File: config.mk
export PLATFORM = sky130hd
export DESIGN_NAME = msg_schedule_flat
export DESIGN_NICKNAME = d
export VERILOG_FILES = /design/src/rtl/msg_schedule_if.sv /design/src/rtl/msg_schedule.sv /design/src/flat_wrapper.sv
export SDC_FILE = /design/constraint.sdc
export NUM_CORES = 2
export LEC_CHECK = 0
export BUFFER_PORTS_ARGS = -buffer_cell sky130_fd_sc_hd__buf_2
export CAP_MARGIN = 20
export CORE_AREA = 2 2 207 209
export CTS_BUF_LIST = sky130_fd_sc_hd__clkbuf_2
export DETAILED_ROUTE_END_ITERATION = 6
export DIE_AREA = 0 0 209 211
export PLACE_DENSITY = 0.76
export RECOVER_POWER = 100
export SLEW_MARGIN = 40
export SYNTH_ARGS = -nofsm -noshare
export SYNTH_HDL_FRONTEND = slang
export SYNTH_SLANG_ARGS = --single-unit
File: constraint.sdc
create_clock -name clk -period 18 [get_ports clk]
set_input_delay 0.9 -clock clk [delete_from_list [all_inputs] [get_ports clk]]
set_output_delay 0.9 -clock clk [all_outputs]
set_load 0.02 [all_outputs]
File: src/rtl/msg_schedule_if.sv
// msg_schedule_if: handshake/bus bundle between a block producer and the message scheduler
// master drives start, word_in and word_valid, and observes word_ready, w_out, w_valid, w_idx, busy and done.
// slave is the scheduler side of the same signals.
interface msg_schedule_if;
    logic        start;
    logic [31:0] word_in;
    logic        word_valid;
    logic        word_ready;
    logic [31:0] w_out;
    logic        w_valid;
    logic [5:0]  w_idx;
    logic        busy;
    logic        done;
    modport master (output start, word_in, word_valid,
                    input  word_ready, w_out, w_valid, w_idx, busy, done);
    modport slave  (input  start, word_in, word_valid,
                    output word_ready, w_out, w_valid, w_idx, busy, done);
endinterface

File: src/rtl/msg_schedule.sv
// msg_schedule: SHA-256 message schedule, loads 16 words and expands them to W[0..63]
// clk/rst: rising-edge clock, asynchronous active-high reset.
// bus.start/word_in/word_valid/word_ready: block request and word load handshake.
// bus.w_out/w_valid/w_idx: registered schedule word stream; bus.busy/done: status.
module msg_schedule (
    input logic          clk,
    input logic          rst,
    msg_schedule_if.slave bus
);
    typedef enum logic [1:0] {IDLE, LOAD, EXPAND, DONE} state_t;
    state_t      state;
    logic [5:0]  t;
    logic [31:0] win [16];
    logic [31:0] w_out_r;
    logic [5:0]  w_idx_r;
    logic        w_valid_r;
    logic        done_r;
    logic [31:0] s0;
    logic [31:0] s1;
    logic [31:0] w_new;
    logic [31:0] shift_in;
    logic        shift_en;
    // win[15] is W[t-1], so W[t-k] lives in win[16-k]
    always_comb begin
        s0       = {win[1][6:0], win[1][31:7]} ^ {win[1][17:0], win[1][31:18]} ^ (win[1] >> 3);
        s1       = {win[14][16:0], win[14][31:17]} ^ {win[14][18:0], win[14][31:19]} ^ (win[14] >> 10);
        w_new    = s1 + win[9] + s0 + win[0];
        shift_in = (state == LOAD) ? bus.word_in : w_new;
        shift_en = ((state == LOAD) && bus.word_valid) || (state == EXPAND);
    end
    always_ff @(posedge clk or posedge rst) begin
        if (rst) begin
            state     <= IDLE;
            t         <= '0;
            w_out_r   <= '0;
            w_idx_r   <= '0;
            w_valid_r <= 1'b0;
            done_r    <= 1'b0;
            for (int i = 0; i < 16; i++) win[i] <= '0;
        end else begin
            w_valid_r <= 1'b0;
            done_r    <= 1'b0;
            if (shift_en) begin
                for (int i = 0; i < 15; i++) win[i] <= win[i+1];
                win[15]   <= shift_in;
                w_out_r   <= shift_in;
                w_idx_r   <= t;
                w_valid_r <= 1'b1;
            end
            case (state)
                IDLE:    if (bus.start) begin
                             state <= LOAD;
                             t     <= '0;
                         end
                LOAD:    if (bus.word_valid) begin
                             t <= t + 6'd1;
                             if (t == 6'd15) state <= EXPAND;
                         end
                EXPAND:  if (t == 6'd63) state <= DONE;
                         else t <= t + 6'd1;
                DONE:    begin
                             done_r <= 1'b1;
                             state  <= IDLE;
                         end
                default: state <= IDLE;
            endcase
        end
    end
    assign bus.w_out      = w_out_r;
    assign bus.w_idx      = w_idx_r;
    assign bus.w_valid    = w_valid_r;
    assign bus.done       = done_r;
    assign bus.busy       = (state == LOAD) || (state == EXPAND);
    assign bus.word_ready = (state == LOAD);
endmodule

File: src/flat_wrapper.sv
// flat-port wrapper written by rule: the top's interface ports become plain ports
module msg_schedule_flat 
  (clk, rst, bus_start, bus_word_in, bus_word_valid, bus_word_ready, bus_w_out, bus_w_valid, bus_w_idx, bus_busy, bus_done);
  msg_schedule_if bus_i ();
  input logic clk;
  input logic rst;
  input wire logic [$bits(bus_i.start)-1:0] bus_start;
  input wire logic [$bits(bus_i.word_in)-1:0] bus_word_in;
  input wire logic [$bits(bus_i.word_valid)-1:0] bus_word_valid;
  output wire logic [$bits(bus_i.word_ready)-1:0] bus_word_ready;
  output wire logic [$bits(bus_i.w_out)-1:0] bus_w_out;
  output wire logic [$bits(bus_i.w_valid)-1:0] bus_w_valid;
  output wire logic [$bits(bus_i.w_idx)-1:0] bus_w_idx;
  output wire logic [$bits(bus_i.busy)-1:0] bus_busy;
  output wire logic [$bits(bus_i.done)-1:0] bus_done;
  assign bus_i.start = bus_start;
  assign bus_i.word_in = bus_word_in;
  assign bus_i.word_valid = bus_word_valid;
  assign bus_word_ready = bus_i.word_ready;
  assign bus_w_out = bus_i.w_out;
  assign bus_w_valid = bus_i.w_valid;
  assign bus_w_idx = bus_i.w_idx;
  assign bus_busy = bus_i.busy;
  assign bus_done = bus_i.done;
  msg_schedule u_core (.clk(clk), .rst(rst), .bus(bus_i));
endmodule
[Yosys cells after proc, flatten, opt, wreduce, memory -nomap -nowiden]
Index checks and enable logic that the tools add are counted.
Operators by class
  $lt $le $gt $ge: 0
  shifts and indexed selects: 0
  divide/modulo/power cells: 0
  mux-type cells: 12
  equality and inequality tests: 10
  reduce and logical (&&, ||, !) cells: 7
  add/sub/neg operators: 4
  multipliers: 0
  bitwise gates (word level): 4
Operators with widths (count)
  adder 32 bit: 3
  XOR 32 bit: 2
  two-way mux 32 bit: 1
  XOR 32 x 22 -> 32 bit: 1
  XOR 32 x 29 -> 32 bit: 1
  two-way mux 6 bit: 3
  case mux 6 bit (3 select lines): 1
  two-way mux 2 bit: 4
  != test 2 bit, second input constant: 4
  case mux 2 bit (4 select lines): 1
  AND reduction 4 bit: 2
  adder 6 x 1 -> 6 bit, second input constant: 1
  == test 6 x 4 -> 1 bit, second input constant: 1
  == test 6 bit, second input constant: 1
  == test 2 bit, second input constant: 2
  nonzero test 3 bit: 1
  == test 2 x 1 -> 1 bit, second input constant: 1
  logical NOT 2 bit: 1
  logical OR 1 bit: 2
  two-way mux 1 bit: 2
  != test 2 x 1 -> 1 bit, second input constant: 1
  logical AND 1 bit: 1
Storage, ports and cells
  RAM bits: 0
  memories: 0
  register bits after elaboration: 528
  memory bits (read-only): 0
  logic and storage cells: 58
  output and inout bits: 42
  bits in latches: 0

[Logic depth before layout (Yosys ltp)]
  depth after elaboration: 6
  mapped depth: 18
  depth with buffers taken out: 17

[Worst setup path before layout]
OpenSTA, ideal clock, no wires.
  path type: flip-flop to flip-flop
  from: register u_core.win[50] (netlist name)
  to: register u_core.win[27] (netlist name)
  buffers on the path: 1
  data arrival time: 4058 ps
  setup time: 140 ps
  clock period less this slack: 4197 ps
  path slack: 13803 ps
  required time: 17860 ps
  stages on the path, launching flop included: 19
  path through: dfrtp_1 > clkbuf_1 > xnor2_1 > xnor2_1 > fa_1 > inv_1 > fa_1 > inv_1 > ha_1 > inv_1 > fa_1 > and2b_1 > o31a_1 > o311ai_1 > o21a_1 > o31a_4 > o31ai_4 > mux2i_1 > a211oi_2
On the way
  longest elaborated chain between the ends: 6
Ends and longest elaborated chain
  start, declared: line msg_schedule.sv:13  | logic [31:0] win [16];
  XOR 32 bit: line msg_schedule.sv:26  | s1 = {win[14][16:0], win[14][31:17]} ^ {win[14][18:0], win[14][31:19]} ^ (win[14] >> 10);
  XOR 32 x 22 -> 32 bit *: line msg_schedule.sv:26
  adder 32 bit * (3 in a row): line msg_schedule.sv:27  | w_new = s1 + win[9] + s0 + win[0];
  two-way mux 32 bit *: line msg_schedule.sv:28  | shift_in = (state == LOAD) ? bus.word_in : w_new;
Every way passes the cells marked *; elsewhere a longest branch is shown, timed or not.
A chain may end at the register's enable or synchronous reset.

[Worst setup path after layout]
  from: register u_core.state[0]
  to: register u_core.win[81] (netlist name)
On the way
  longest elaborated chain between the ends: 3
Ends and longest elaborated chain
  start, declared: line msg_schedule.sv:11  | state_t state;
  start signal, assigned: line msg_schedule.sv:33  | state <= IDLE;
  start signal, assigned: line msg_schedule.sv:52  | state <= LOAD;
  start signal, assigned: line msg_schedule.sv:57  | if (t == 6'd15) state <= EXPAND;
  == test 2 x 1 -> 1 bit: line msg_schedule.sv:29  | shift_en = ((state == LOAD) && bus.word_valid) || (state == EXPAND);
  logical AND 1 bit: line msg_schedule.sv:29
  logical OR 1 bit *: line msg_schedule.sv:29
Marks and branches as above.

==> impl_metrics.json <==
{
  "synth_cell_types": 54,
  "mappedNetlistArea_sq_um": 24800,
  "setup_tns_ps": 0,
  "worstMarginPinSlew_ps": 5710,
  "path_class": "reg2reg",
  "clk_path_buf_depth": 3,
  "finalPower_w": 0.00203,
  "grt_usage": 0.302,
  "outcome": "complete, but fails checks",
  "area_delta_synth_final_pct": 7.11,
  "final_max_slew_viol_count": 934,
  "nNetsFinal": 3054,
  "drtPass1Iterations": 5,
  "fin_crit_sh": 0.466,
  "ys_warn_count": 0,
  "worstPathRequired_ps": 19220,
  "ys_ff_latch": 528,
  "synthCells": 2871,
  "place.gp.congestion": 0.967,
  "slew_headroom": -2.83,
  "synthArstFlopShare": 1.00,
  "avgSynthCellArea_sq_um": 8.62,
  "post_cts_resized": 0,
  "clk_pin_slew_ps": 110,
  "dp_hpwl_mm": 43.0,
  "ant_nets": 0,
  "p_per_area_nw_per_um2": 76.7,
  "routed_wl_mm": 63.2,
  "finalHoldViolCount": 0,
  "cts_buffers": 136,
  "cts_root_buf": "clkbuf_2",
  "synth_edf_count": 0,
  "htree_levels": 4,
  "initial_core_util": 0.593,
  "die-area_sq_um": 44100,
  "max_freq_ghz": 0.119,
  "rsz0062_at_grt": "false",
  "io_pins": 78,
  "chipWidth_microns": 209,
  "num_vias": 18700,
  "crit_path_end_kind": "flip-flop",
  "ir_worst_vdd_mv": 0.0519,
  "grt_first_pass_wirelength_mm": 101,
  "wire_per_inst_microns": 17.8,
  "violations": "max-capacitance violations, max-slew violations",
  "drv_cap": 9,
  "dieHeight_microns": 211,
  "holdCritPathClass": "in2reg",
  "p_leak_nw": 14.0,
  "crit_path_start_kind": "flip-flop",
  "grt_overflow": 0,
  "viasPerCell": 5.26,
  "cts_tree": "done",
  "rows": 75,
  "antenna_found_initial": 2,
  "instances_no_fill": 3556,
  "drt-initial-drc-count": 1686,
  "clock-skew-final_ps": 62.4,
  "timing.hold.ws_ps": 190,
  "grt_max_degree": 139,
  "cts_sinks": 528,
  "seq_area_frac_synth": 0.534,
  "path_max_fanout": 125,
  "syn_nets": 3005,
  "setup_viol": 0,
  "dp.cells": 3289,
  "portBuffers": 77,
  "grt_pass1_vias": 18500,
  "drive_gt1_frac": 0.0877,
  "postLayoutCoreUtil": 0.635,
  "critPathArrivalTime_ps": 9610,
  "min_period_ps": 8380,
  "core_area_sq_um": 41800,
  "insertion_delay_ps": 1310,
  "drc_errors": 0,
  "ys.flop_type": "dfrtp_1"
}
-- cells in the final DEF, fill, tap and decap left out, types with 35 or more instances in the layout --
cell      count
nand2_1    1445
clkbuf_1     52
ha_1         36
a21oi_1      53
fa_1         62
clkbuf_2    204
nor2_1       35
xnor2_1     118
buf_2        35
dfrtp_1     528
o21ai_0      75
inv_1       150
-- timing repair --
| item | in CTS | in global routing |
|---|---|---|
| hold buffers | 31 | 0 |
| setup buffers | 0 | 0 |
| hold endpoints to repair | 157 | 0 |
-- logic make-up (layout without fill, tap and decap cells) --
| family | Yosys count | count (layout) | share of synthesized area |
|---|---|---|---|
| flops | 528 | 528 | 0.534 |
| mux | 6 | 6 | 0.00243 |
| compound gates | 196 | 196 | 0.0476 |
| simple gates | 1536 | 1536 | 0.238 |
| xor+xnor | 140 | 140 | 0.0495 |
| fa+ha+maj | 98 | 98 | 0.0683 |
| other cells | 0 | 6 | 0 |
| buf+inv | 367 | 507 | 0.0606 |
-- cells in the mapped netlist (2+ instances only) --
library cell | number | area share
ha_1 | 36 | 0.018
nor2_1 | 35 | 0.0053
xor2_1 | 22 | 0.0078
o21ai_0 | 75 | 0.015
nor2b_1 | 3 | 0.00076
or3_1 | 12 | 0.0030
a31oi_1 | 9 | 0.0023
and3_1 | 6 | 0.0015
nand4_1 | 5 | 0.0013
o21a_1 | 11 | 0.0033
o221ai_1 | 2 | 0.00071
fa_1 | 62 | 0.050
nand2_1 | 1445 | 0.22
inv_1 | 151 | 0.023
a21o_1 | 9 | 0.0027
o31ai_1 | 5 | 0.0015
mux2i_1 | 6 | 0.0024
nor3_1 | 8 | 0.0016
nand3_1 | 15 | 0.0030
buf_2 | 2 | 0.00040
clkbuf_1 | 178 | 0.027
o22ai_1 | 5 | 0.0013
a211oi_1 | 6 | 0.0018
xnor2_1 | 118 | 0.042
buf_4 | 32 | 0.0097
buf_1 | 3 | 0.00045
a21oi_1 | 53 | 0.011
o21bai_1 | 4 | 0.0012
dfrtp_1 | 528 | 0.53
-- worst paths after layout --
check / startpoint / end / slack [ps] / cells past startpoint
min in group asynchronous: rst / u_core.win[255] / 1940 / 3
hold reg to reg: u_core.win[245] / u_core.win[277] / 460 / 2
max in group asynchronous: rst / u_core.win[386] / 10380 / 6
setup / recovery: u_core.state[0] / u_core.win[81] / 9620 / 8
hold / removal: bus_word_in[4] / u_core.win[4] / 190 / 4
setup reg to reg: u_core.state[0] / u_core.win[81] / 9620 / 8
-- layer usage --
layer | global-route usage | vias to the layer above | wire [microns]
met2 | 0.448 | 590 | 28300
met4 | 0.134 | 0 | 2310
met5 | 0 | - | 0
li1 | - | 8872 | -
met3 | 0.0843 | 132 | 4620
met1 | 0.421 | 9126 | 27900
-- worst max-delay path: stages, from the launching register on --
cell	delay, ps
dfrtp_1	430
inv_1	110
ha_1	590
a21oi_1	150
clkinvlp_2	2600
clkbuf_1	3120
buf_6	830
nand2_1	290
nand2_1	140
-- power breakdown --
| part | internal, W | leakage, nW | switching, W | total (W) |
|---|---|---|---|---|
| sequential | 0.00119 | 6.22 | 0 | 0.00119 |
| combinational | 0.00000889 | 6.86 | 0.0000255 | 0.0000344 |
| clock | 0.000327 | 0.923 | 0.000486 | 0.000812 |
-- state kept, by name, summed over array words and instances, names as in the netlist --
name / count
u_core.state: 2
u_core.bus.done: 1
u_core.bus.w_valid: 1
u_core.t: 6
u_core.bus.w_idx: 6
u_core.win: 512
-- stage by stage --
| step | instance area, sq um | setup slack, ps |
|---|---|---|
| 2_1_floorplan | 24800 | 2350 |
| 3_3_place_gp | 25000 | 13310 |
| 3_5_place_dp | 25100 | 13320 |
| 4_1_cts | 26600 | 13290 |
| 5_1_grt | 26500 | 8650 |
| 6_report | 26500 | 9620 |
-- layout make-up --
type	count	area [sq um]
Tap cell	539	674
Inverter	152	573
Clock inverter	25	158
Clock buffer	204	1020
Multi-Input combinational cell	1976	10000
Antenna cell	6	15.0
Fill cell	3650	15200
Timing Repair Buffer	126	815
Sequential cell	528	13200
(Power assumes the default switching activity.)
